## src/rtl/mem_port_arbiter.sv

```systemverilog
// Arbiter for the unified IF/MEM memory port: one transaction at a time, data first, fetch starvation guard.
// Optional mem_ack watchdog and sticky err flag are enabled by defining ARB_TIMEOUT_EN.
module mem_port_arbiter #(
    parameter int ADDR_W     = 32,
    parameter int DATA_W     = 32,
    parameter int STARVE_MAX = 4,
    parameter int TIMEOUT    = 16
) (
    input  logic              clk,
    input  logic              reset,
    input  logic              if_req,
    input  logic [ADDR_W-1:0] if_addr,
    output logic [DATA_W-1:0] if_rdata,
    output logic              if_ready,
    input  logic              dm_req,
    input  logic              dm_we,
    input  logic [3:0]        dm_be,
    input  logic [ADDR_W-1:0] dm_addr,
    input  logic [DATA_W-1:0] dm_wdata,
    output logic [DATA_W-1:0] dm_rdata,
    output logic              dm_ready,
    output logic              mem_req,
    output logic              mem_we,
    output logic [3:0]        mem_be,
    output logic [ADDR_W-1:0] mem_addr,
    output logic [DATA_W-1:0] mem_wdata,
    input  logic [DATA_W-1:0] mem_rdata,
    input  logic              mem_ack,
    output logic              stall_f,
    output logic              stall_m,
    output logic              err
);

    typedef enum logic [1:0] {
        IDLE = 2'd0,
        BUSY = 2'd1,
        DONE = 2'd2
    } state_t;

    localparam logic [3:0] STARVE_LIM = 4'(STARVE_MAX);

    if (STARVE_MAX < 1 || STARVE_MAX > 15 || TIMEOUT < 1) begin : g_param_check
        $error("mem_port_arbiter: STARVE_MAX or TIMEOUT out of range");
    end

    state_t     state_r;
    logic       grant_r;
    logic [3:0] starve_cnt_r;
    logic       pick_dm_s;

`ifdef ARB_TIMEOUT_EN
    localparam int TMO_W = $clog2(TIMEOUT + 1);
    localparam logic [TMO_W-1:0] TMO_LAST = TMO_W'(TIMEOUT - 1);
    logic [TMO_W-1:0] tmo_cnt_r;
    logic             err_r;
    assign err = err_r;
`else
    assign err = 1'b0;
`endif

    // Winner selection: data wins a tie unless fetch has waited STARVE_MAX data grants.
    always_comb begin
        pick_dm_s = 1'b0;
        if (dm_req && (!if_req || (starve_cnt_r != STARVE_LIM))) begin
            pick_dm_s = 1'b1;
        end else begin
            pick_dm_s = 1'b0;
        end
    end

    // Stall requests to the hazard unit while a request is not yet completing.
    always_comb begin
        stall_f = if_req & ~if_ready;
        stall_m = dm_req & ~dm_ready;
    end

    // Transaction sequencer: grant in IDLE, wait for ack in BUSY, pulse ready in DONE.
    always_ff @(posedge clk or posedge reset) begin
        if (reset) begin
            state_r      <= IDLE;
            grant_r      <= 1'b0;
            starve_cnt_r <= 4'd0;
            mem_req      <= 1'b0;
            mem_we       <= 1'b0;
            mem_be       <= 4'd0;
            mem_addr     <= '0;
            mem_wdata    <= '0;
            if_ready     <= 1'b0;
            dm_ready     <= 1'b0;
            if_rdata     <= '0;
            dm_rdata     <= '0;
`ifdef ARB_TIMEOUT_EN
            tmo_cnt_r    <= '0;
            err_r        <= 1'b0;
`endif
        end else begin
            case (state_r)
                IDLE: begin
                    if (if_req || dm_req) begin
                        grant_r <= pick_dm_s;
                        mem_req <= 1'b1;
                        state_r <= BUSY;
`ifdef ARB_TIMEOUT_EN
                        tmo_cnt_r <= '0;
`endif
                        if (pick_dm_s) begin
                            mem_we    <= dm_we;
                            mem_be    <= dm_be;
                            mem_addr  <= dm_addr;
                            mem_wdata <= dm_wdata;
                            if (!if_req) begin
                                starve_cnt_r <= 4'd0;
                            end else if (starve_cnt_r != STARVE_LIM) begin
                                starve_cnt_r <= starve_cnt_r + 4'd1;
                            end
                        end else begin
                            mem_we       <= 1'b0;
                            mem_be       <= 4'hF;
                            mem_addr     <= if_addr;
                            mem_wdata    <= '0;
                            starve_cnt_r <= 4'd0;
                        end
                    end
                end
                BUSY: begin
                    if (mem_ack) begin
                        mem_req <= 1'b0;
                        state_r <= DONE;
                        if (grant_r) begin
                            dm_ready <= 1'b1;
                            if (!mem_we) begin
                                dm_rdata <= mem_rdata;
                            end
                        end else begin
                            if_ready <= 1'b1;
                            if_rdata <= mem_rdata;
                        end
                    end
`ifdef ARB_TIMEOUT_EN
                    else if (tmo_cnt_r == TMO_LAST) begin
                        mem_req <= 1'b0;
                        err_r   <= 1'b1;
                        state_r <= DONE;
                        if (grant_r) begin
                            dm_ready <= 1'b1;
                            dm_rdata <= '0;
                        end else begin
                            if_ready <= 1'b1;
                            if_rdata <= '0;
                        end
                    end else begin
                        tmo_cnt_r <= tmo_cnt_r + 1'b1;
                    end
`endif
                end
                DONE: begin
                    // The completed requester's request is still high here, so nothing is sampled.
                    if_ready <= 1'b0;
                    dm_ready <= 1'b0;
                    state_r  <= IDLE;
                end
                default: begin
                    state_r <= IDLE;
                end
            endcase
        end
    end

endmodule

```

## config.mk

```make
export PLATFORM = sky130hd
export DESIGN_NAME = mem_port_arbiter
export DESIGN_NICKNAME = d
export VERILOG_FILES = /design/src/rtl/mem_port_arbiter.sv
export SDC_FILE = /design/constraint.sdc
export NUM_CORES = 1
export LEC_CHECK = 0
export ABC_AREA = 1
export CAP_MARGIN = 20
export CORE_UTILIZATION = 25
export DETAILED_ROUTE_END_ITERATION = 6
export SYNTH_ARGS = -nofsm -noshare
export SYNTH_HDL_FRONTEND = slang
export SYNTH_SLANG_ARGS = --single-unit
```

## constraint.sdc

```tcl
create_clock -name clk -period 6.1 [get_ports clk]
set_input_delay 1.22 -clock clk [delete_from_list [all_inputs] [get_ports clk]]
set_output_delay 1.22 -clock clk [all_outputs]
set_load 0.01 [all_outputs]
```

### Yosys cells after proc, flatten, opt, wreduce, memory -nomap -nowiden

Cells that the tools add are included.
W data, S select, Z words.

* bits in registers: 143
* input port bits: 138
* word-level logic and storage cells: 62
* output and inout port bits: 139

* muxes and demuxes: 20
* $add $sub $neg: 1
* reduce and logical (&&, ||, !) cells: 15
* eq/ne operators: 8
* bitwise gates (word level): 6

Operator list (count)
* $mux W32: 2
* $mux W4: 4
* $reduce_and A3 Y1: 5
* $mux W1: 8
* $ne A2 B2 Y1 const B: 4
* $pmux W1 S2: 3
* $add A4 B1 Y4 const B: 1
* $mux W2: 2
* $ne A4 B3 Y1 const B: 1
* $not A1 Y1: 4
* $pmux W2 S2: 1
* $reduce_and A2 Y1: 2
* $reduce_and A4 Y1: 1
* $reduce_bool A2 Y1: 2
* $ne A3 B2 Y1 const B: 1
* $and A1 B1 Y1: 2
* $eq A2 B1 Y1 const B: 1
* $eq A2 B2 Y1 const B: 1
* $logic_not A2 Y1: 1
* $logic_or A1 B1 Y1: 2
* $logic_and A1 B1 Y1: 1
* $logic_not A1 Y1: 1

### Logic depth before layout (Yosys ltp)

Gate-level depths: netlist (run 1).

* word-level depth: 6
* mapped depth: 10
* mapped depth without buffers: 9

### Worst setup path after synthesis (run 1)

No wires, ideal clock.

* path kind: in2out
* start: in dm_req
* end: out stall_m
* stages: 4
* arrival: 1.930 ns
* path buffers: 2
* setup slack: 2.950 ns
* required time: 4.880 ns
* path through: buf_2 -> clkbuf_1 -> inv_1 -> nor2_1

* longest elaborated chain between the ends: 1

Ends and longest elaborated chain
* start, declared: line 15 `input logic dm_req,`
* $and A1 B1 Y1: line 74 `stall_m = dm_req & ~dm_ready;`
* end, declared: line 30 `output logic stall_m,`

No other way between the ends.

### Final worst setup path (run 1)

* start: in if_req
* end: out stall_f

* longest elaborated chain between the ends: 1

Ends and longest elaborated chain
* start, declared: line 11 `input logic if_req,`
* $and A1 B1 Y1: line 73 `stall_f = if_req & ~if_ready;`
* end, declared: line 29 `output logic stall_f,`

No other way between the ends.

==> flow_metrics.py, run 1 <==
metrics = {
    "place": {
        "io_buffers": 275,
        "pre_cts_ws_ns": 2.31,
        "dp_cells": 1304,
        "globalplace.congestion": 0.760,
        "hpwl_microns": 12400,
    },
    "worst_setup_path": {
        "r2r_cells": 9,
        "criticalPathCategory": "in -> out",
        "critPathTopFamily": "buffers and inverters",
        "critPathSlowestCell": "clkdlybuf4s50_1",
        "cpMostUsedCell": "clkdlybuf4s50_1",
        "critPathBufInv": 3,
        "cp_data_arrival_time_ns": 2.56,
        "cp-end-kind": "output port",
        "path_cells": "clkdlybuf4s50_1, inv_2, nor2_1, clkdlybuf4s50_1",
        "slowest_delay_ns": 0.60,
        "cp_max_fo": 4,
        "crit_required_ns": 4.88,
        "timing.rr.start": "starve_cnt_r[0]",
        "worstReg2RegEnd": "mem_wdata[10]",
        "r2r_setup_slack_ns": 3.62,
        "start_kind": "input pin",
    },
    "synthesis": {
        "synth_top_area_share_pct": 58.2,
        "yosysSeqAreaShare_pct": 58.2,
        "avgSynthCellArea_sq_um": 8.30,
        "synth_cell_types": 24,
        "yosysTopAreaCell": "dfrtp_1",
        "synth_nets": 880,
        "yosysWarnings": 0,
        "yosys-top-cells-area": "dfrtp_1 58%, nand2_1 18%, nand3_1 6.1%, inv_1 5.9%, o21ai_0 2.5%",
        "ys_seq_elements": 143,
        "syn_inst": 740,
        "syn_area_sq_um": 6140,
    },
    "cells_and_area": {
        "fillers": 2445,
        "finish.net_count": 1140,
        "multiInputGateArea_sq_um": 1960,
        "drive_gt1_share_pct": 4.94,
        "register_area_sq_um": 3580,
        "final_common_cell": "nand2_1",
        "instances_no_fill": 1337,
        "area_growth_pct": 57.6,
        "antennaDiodeCount": 0,
        "mostFrequentLayoutCells": "297 x nand2_1, 275 x clkdlybuf4s50_1, 143 x dfrtp_1",
    },
    "pwr": {
        "ir_worst_vdd_uv": 193,
        "sw_frac_of_total_pct": 35.7,
        "p_clk_share_pct": 21.7,
        "p_leak_uw": 0.00477,
        "p_switching_uw": 1620,
        "p_per_area_nw_per_um2": 468,
        "p_comb_share_pct": 42.5,
        "p_int_uw": 2910,
        "sequentialPowerShare_pct": 35.8,
    },
    "global_route": {
        "grt_pass1_wl_microns": 29500,
        "grt_max_degree": 71,
        "track_usage_pct": 14.9,
        "grt_pass1_vias": 5510,
        "antenna_found_initial": 0,
        "grt_overflow": 0,
    },
    "clocking": {
        "cts.htree.levels": 4,
        "clkLatencyLatePin_ns": 0.42,
        "tritoncts": "built",
        "cts_resized": 0,
        "cts_hold_buf": 0,
        "cts_setup_buffers": 0,
        "clock_sink_count": 143,
        "cts-root-buf": "clkbuf_16",
        "cts_buffers": 17,
        "cts_buffer_depth": 2,
        "path_clk_slew_ns": 0.07,
    },
    "timing": {
        "max_freq_ghz": 0.264,
        "tns_ns": 0,
        "report.final.slew_viol_count": 0,
        "post-route-period-util_pct": 62.0,
        "finalCriticalPeriod_ns": 3.78,
        "setup_slack_ns": 2.32,
        "setup_violations": 0,
        "rsz0062_at_grt": "false",
        "slew_headroom_pct": 33.7,
        "final_hold_viol_count": 0,
        "skew_ns": 0.00790,
        "worstMarginPinSlew_ns": 0.990,
    },
    "die": {
        "dieHeight_microns": 159,
        "top_level_ports": 277,
        "core_sq_um": 24200,
        "die_area_sq_um": 25200,
        "start_util_pct": 25.4,
        "die_w_microns": 159,
        "fp-row-count": 57,
    },
    "route": {
        "dr.pass1.iters": 4,
        "vias_per_cell": 4.12,
        "final_antenna_net_count": 0,
        "drtIter0Drc": 279,
        "drc": 0,
        "drt_wl_total_microns": 18100,
        "vias": 5511,
        "routedWlPerCell_microns": 13.5,
    },
    "worst_hold_path": {
        "hold_depth": 2,
        "worstHoldPathType": "reg -> reg",
        "holdPathEnd": "if_rdata[19]",
        "hold_start": "if_rdata[19]",
    },
    "status": {
        "outcome": "finished clean",
    },
    "flow_run": {
        "max_cap_violations": 0,
    },
}
-- tightest hold or removal path: stages (launching register included) --
cell,delay (ns)
dfrtp_1,0.34
nand2_1,0.05
nand2_1,0.04
-- cell usage after synthesis --
| master | instances |
|---|---|
| conb_1 | 1 |
| o21ai_1 | 23 |
| inv_2 | 3 |
| clkbuf_2 | 1 |
| nor2_1 | 16 |
| nor2_4 | 2 |
| o22ai_1 | 1 |
| buf_4 | 4 |
| dfrtp_1 | 143 |
| nand3_1 | 75 |
| xnor2_1 | 1 |
| buf_2 | 12 |
| inv_1 | 96 |
| ha_1 | 2 |
| nand4_1 | 2 |
| nand3_2 | 1 |
| nand2_1 | 299 |
| clkbuf_1 | 13 |
| o21ai_4 | 1 |
| buf_1 | 1 |
| buf_6 | 8 |
| nand2_2 | 3 |
| o21ai_0 | 31 |
| clkinv_1 | 1 |
-- per-stage QoR --
step	instance area, sq um	hold WS (ns)	utilization [%]	total power, uW
after floorplan	6140	0.442	-	2470
after global placement	9100	0.453	37.7	3560
after detailed placement	9100	0.461	37.7	3580
after CTS	9660	0.476	40.0	4600
after global routing	9680	0.493	40.0	4850
final	9680	0.470	40.0	4530
-- cells by family (layout without fill, tap and decap cells) --
logic type / count (synthesis) / after routing / synth area share, %
other: 1 / 1 / 0.0610
buffers and inverters: 139 / 412 / 9.98
xor gates and xnor gates: 1 / 1 / 0.143
and+or+nand+nor: 398 / 398 / 26.4
AOI/OAI and AO/OA: 56 / 56 / 4.77
adders and majority gates: 2 / 2 / 0.407
DFF: 143 / 143 / 58.2
-- layout make-up --
type                       count  area share [%]
timing repair buffer         280            29.0
tap                          324            4.19
multi-input combinational    458            20.2
clock buffer                  17            4.39
clock inverter                15            1.36
inverter                     100            3.93
sequential                   143            37.0
-- state kept, by name (all words and copies together) (netlist names) --
| register | count |
|---|---|
| dm_rdata | 32 |
| dm_ready | 1 |
| grant_r | 1 |
| if_rdata | 32 |
| if_ready | 1 |
| mem_addr | 32 |
| mem_be | 4 |
| mem_req | 1 |
| mem_wdata | 32 |
| mem_we | 1 |
| starve_cnt_r | 4 |
| state_r | 2 |
-- power groups by stage --
stage | clock (uW) | combinational [uW] | sequential [uW]
after global routing | 1060 | 2110 | 1680
after global placement | 0 | 1940 | 1610
after CTS | 1020 | 1960 | 1620
final | 984 | 1920 | 1620
after detailed placement | 0 | 1950 | 1630
after floorplan | 0 | 674 | 1800
-- layer usage --
layer	routed length [microns]	vias to the layer above	part of all wire (%)	GRT usage, %
met2	8600	199	48	24.6
met4	252	0	1.4	4.81
li1	-	2773	-	-
met5	0	-	0	0
met3	1340	16	7.4	4.89
met1	7870	2523	44	18.1
-- worst max path at each step --
| stage | endpoint | cells after the start | slack [ns] | startpoint |
|---|---|---|---|---|
| floorplan | dm_rdata[0] | 1 | 1.04 | reset |
| finish | stall_f | 4 | 2.32 | if_req |
| global route | stall_f | 4 | 2.25 | if_req |
| global placement | stall_f | 4 | 2.31 | if_req |
| detailed placement | stall_f | 4 | 2.31 | if_req |
| CTS | stall_f | 4 | 2.31 | if_req |
No activity file was read; power rests on OpenSTA's default activity.
==> inputs of run 2 (changes only) <==
==> constraint.sdc (replaced) <==
create_clock -name clk -period 3.85 [get_ports clk]
set_input_delay 0.77 -clock clk [delete_from_list [all_inputs] [get_ports clk]]
set_output_delay 0.77 -clock clk [all_outputs]
set_load 0.01 [all_outputs]
==> run 2 against run 1 <==
  * Clock power rose by 65%
  * Hold slack improved by 0.00075 ns
  * Routed wire length rose by 0.75%
  * Power rose by 60%
  * Flip-flop and latch count did not move
  * Critical path type unchanged
==> flow_metrics.py, run 2 (synthesis results as in run 1) <==
metrics = {
    "status": {
        "outcome": "finished clean",
    },
    "route": {
        "vias": 5574,
        "drc": 0,
        "final_antenna_net_count": 0,
        "routedWlPerCell_microns": 13.6,
        "drt_wl_total_microns": 18200,
        "vias_per_cell": 4.16,
        "dr.pass1.iters": 4,
        "drtIter0Drc": 334,
    },
    "worst_setup_path": {
        "start_kind": "input pin",
        "r2r_cells": 7,
        "cpMostUsedCell": "clkdlybuf4s50_1",
        "cp_data_arrival_time_ns": 2.11,
        "slowest_delay_ns": 0.60,
        "worstReg2RegEnd": "dm_rdata[31]",
        "crit_required_ns": 3.08,
        "r2r_setup_slack_ns": 1.78,
        "cp_max_fo": 4,
        "criticalPathCategory": "in -> out",
        "critPathSlowestCell": "clkdlybuf4s50_1",
        "timing.rr.start": "grant_r",
        "cp-end-kind": "output port",
        "path_cells": "clkdlybuf4s50_1, inv_2, nor2_1, clkdlybuf4s50_1",
    },
    "cells_and_area": {
        "mostFrequentLayoutCells": "297 x nand2_1, 275 x clkdlybuf4s50_1, 143 x dfrtp_1",
        "finish.net_count": 1143,
        "fillers": 2480,
        "stdcell_area_sq_um": 9750,
        "final_common_cell": "nand2_1",
        "utilization_pct": 40.3,
        "drive_gt1_share_pct": 5.22,
        "area_growth_pct": 58.7,
    },
    "clocking": {
        "path_clk_slew_ns": 0.06,
        "cts_buffer_depth": 2,
        "clock_sink_count": 143,
        "cts_hold_buf": 0,
        "cts.htree.levels": 4,
        "cts_setup_buffers": 0,
        "tritoncts": "built",
        "cts_resized": 0,
        "cts-root-buf": "clkbuf_16",
        "clkLatencyLatePin_ns": 0.41,
        "cts_buffers": 17,
    },
    "timing": {
        "setup_violations": 0,
        "skew_ns": 0.0120,
        "report.final.slew_viol_count": 0,
        "post-route-period-util_pct": 74.8,
        "tns_ns": 0,
        "finalCriticalPeriod_ns": 2.88,
        "slew_headroom_pct": 47.5,
        "rsz0062_at_grt": "false",
        "worstMarginPinSlew_ns": 0.788,
        "max_freq_ghz": 0.347,
        "final_hold_viol_count": 0,
    },
    "worst_hold_path": {
        "holdPathEnd": "if_rdata[17]",
        "hold_start": "if_rdata[17]",
        "hold_depth": 2,
        "worstHoldPathType": "reg -> reg",
    },
    "global_route": {
        "grt_max_degree": 71,
        "grt_pass1_wl_microns": 30200,
        "grt_overflow": 0,
        "antenna_found_initial": 1,
        "grt_pass1_vias": 5699,
        "track_usage_pct": 15.1,
    },
    "pwr": {
        "p_leak_uw": 0.00479,
        "p_clk_share_pct": 22.3,
        "p_per_area_nw_per_um2": 742,
        "finalPower_uw": 7240,
        "ir_worst_vdd_uv": 268,
        "sequentialPowerShare_pct": 35.4,
        "p_switching_uw": 2560,
        "p_int_uw": 4680,
        "sw_frac_of_total_pct": 35.4,
        "p_comb_share_pct": 42.3,
    },
    "die": {
        "start_util_pct": 25.4,
        "core_sq_um": 24200,
        "die_area_sq_um": 25200,
        "die_w_microns": 159,
        "fp-row-count": 57,
        "dieHeight_microns": 159,
        "top_level_ports": 277,
    },
    "place": {
        "dpl-instance-area_sq_um": 9150,
        "globalplace.congestion": 0.797,
        "hpwl_microns": 12700,
        "io_buffers": 275,
    },
    "flow_run": {
        "max_cap_violations": 0,
    },
}
==> run 2: area by class of cell <==
type	instances	area [sq um]	area share, %
Clock buffer	17	425	4.36
Tap cell	324	405	4.16
Timing Repair Buffer	283	2850	29.2
Sequential cell	143	3580	36.7
Clock inverter	15	153	1.57
Multi-Input combinational cell	458	1960	20.1
Antenna cell	1	2.50	0.0257
Inverter	100	379	3.89
==> run 2: worst max path at each step <==
stage / cells after the start / start / endpoint / slack [ns]
detailed placement: 4 / if_req / stall_f / 0.96
CTS: 4 / if_req / stall_f / 0.96
finish: 4 / if_req / stall_f / 0.97
global route: 4 / if_req / stall_f / 0.90
global placement: 4 / if_req / stall_f / 0.99
floorplan: 1 / reset / dm_rdata[0] / 1.29
==> run 2: metrics by stage <==
step	hold WS, ns	cells	worst slack (ns)
finish	0.470	1341	0.971
floorplan	0.442	740	1.29
global route	0.491	1341	0.903
CTS	0.477	1339	0.962
global placement	0.456	1307	0.987
detailed placement	0.462	1307	0.962
==> run 2: routing by layer <==
metal  vias to the layer above  global-route usage, %  part of all wire (%)
met2                       189                   25.0                    48
met3                        18                   4.68                   6.9
met5                         -                      0                     0
li1                       2777                      -                     -
met1                      2590                   18.3                    43
met4                         0                   5.74                   1.7
==> run 2: power by group through the flow <==
stage | Clock, uW | Sequential, uW | Combinational [uW]
after floorplan | 0 | 2850 | 1070
after global placement | 0 | 2570 | 3090
after detailed placement | 0 | 2570 | 3110
after CTS | 1680 | 2570 | 3120
after global routing | 1730 | 2650 | 3380
final | 1620 | 2560 | 3060
==> run 2: critical path, delay by kind of cell <==
family	cells	cell delay, ns
buffers and inverters	3	1.25
and+or+nand+nor	1	0.09
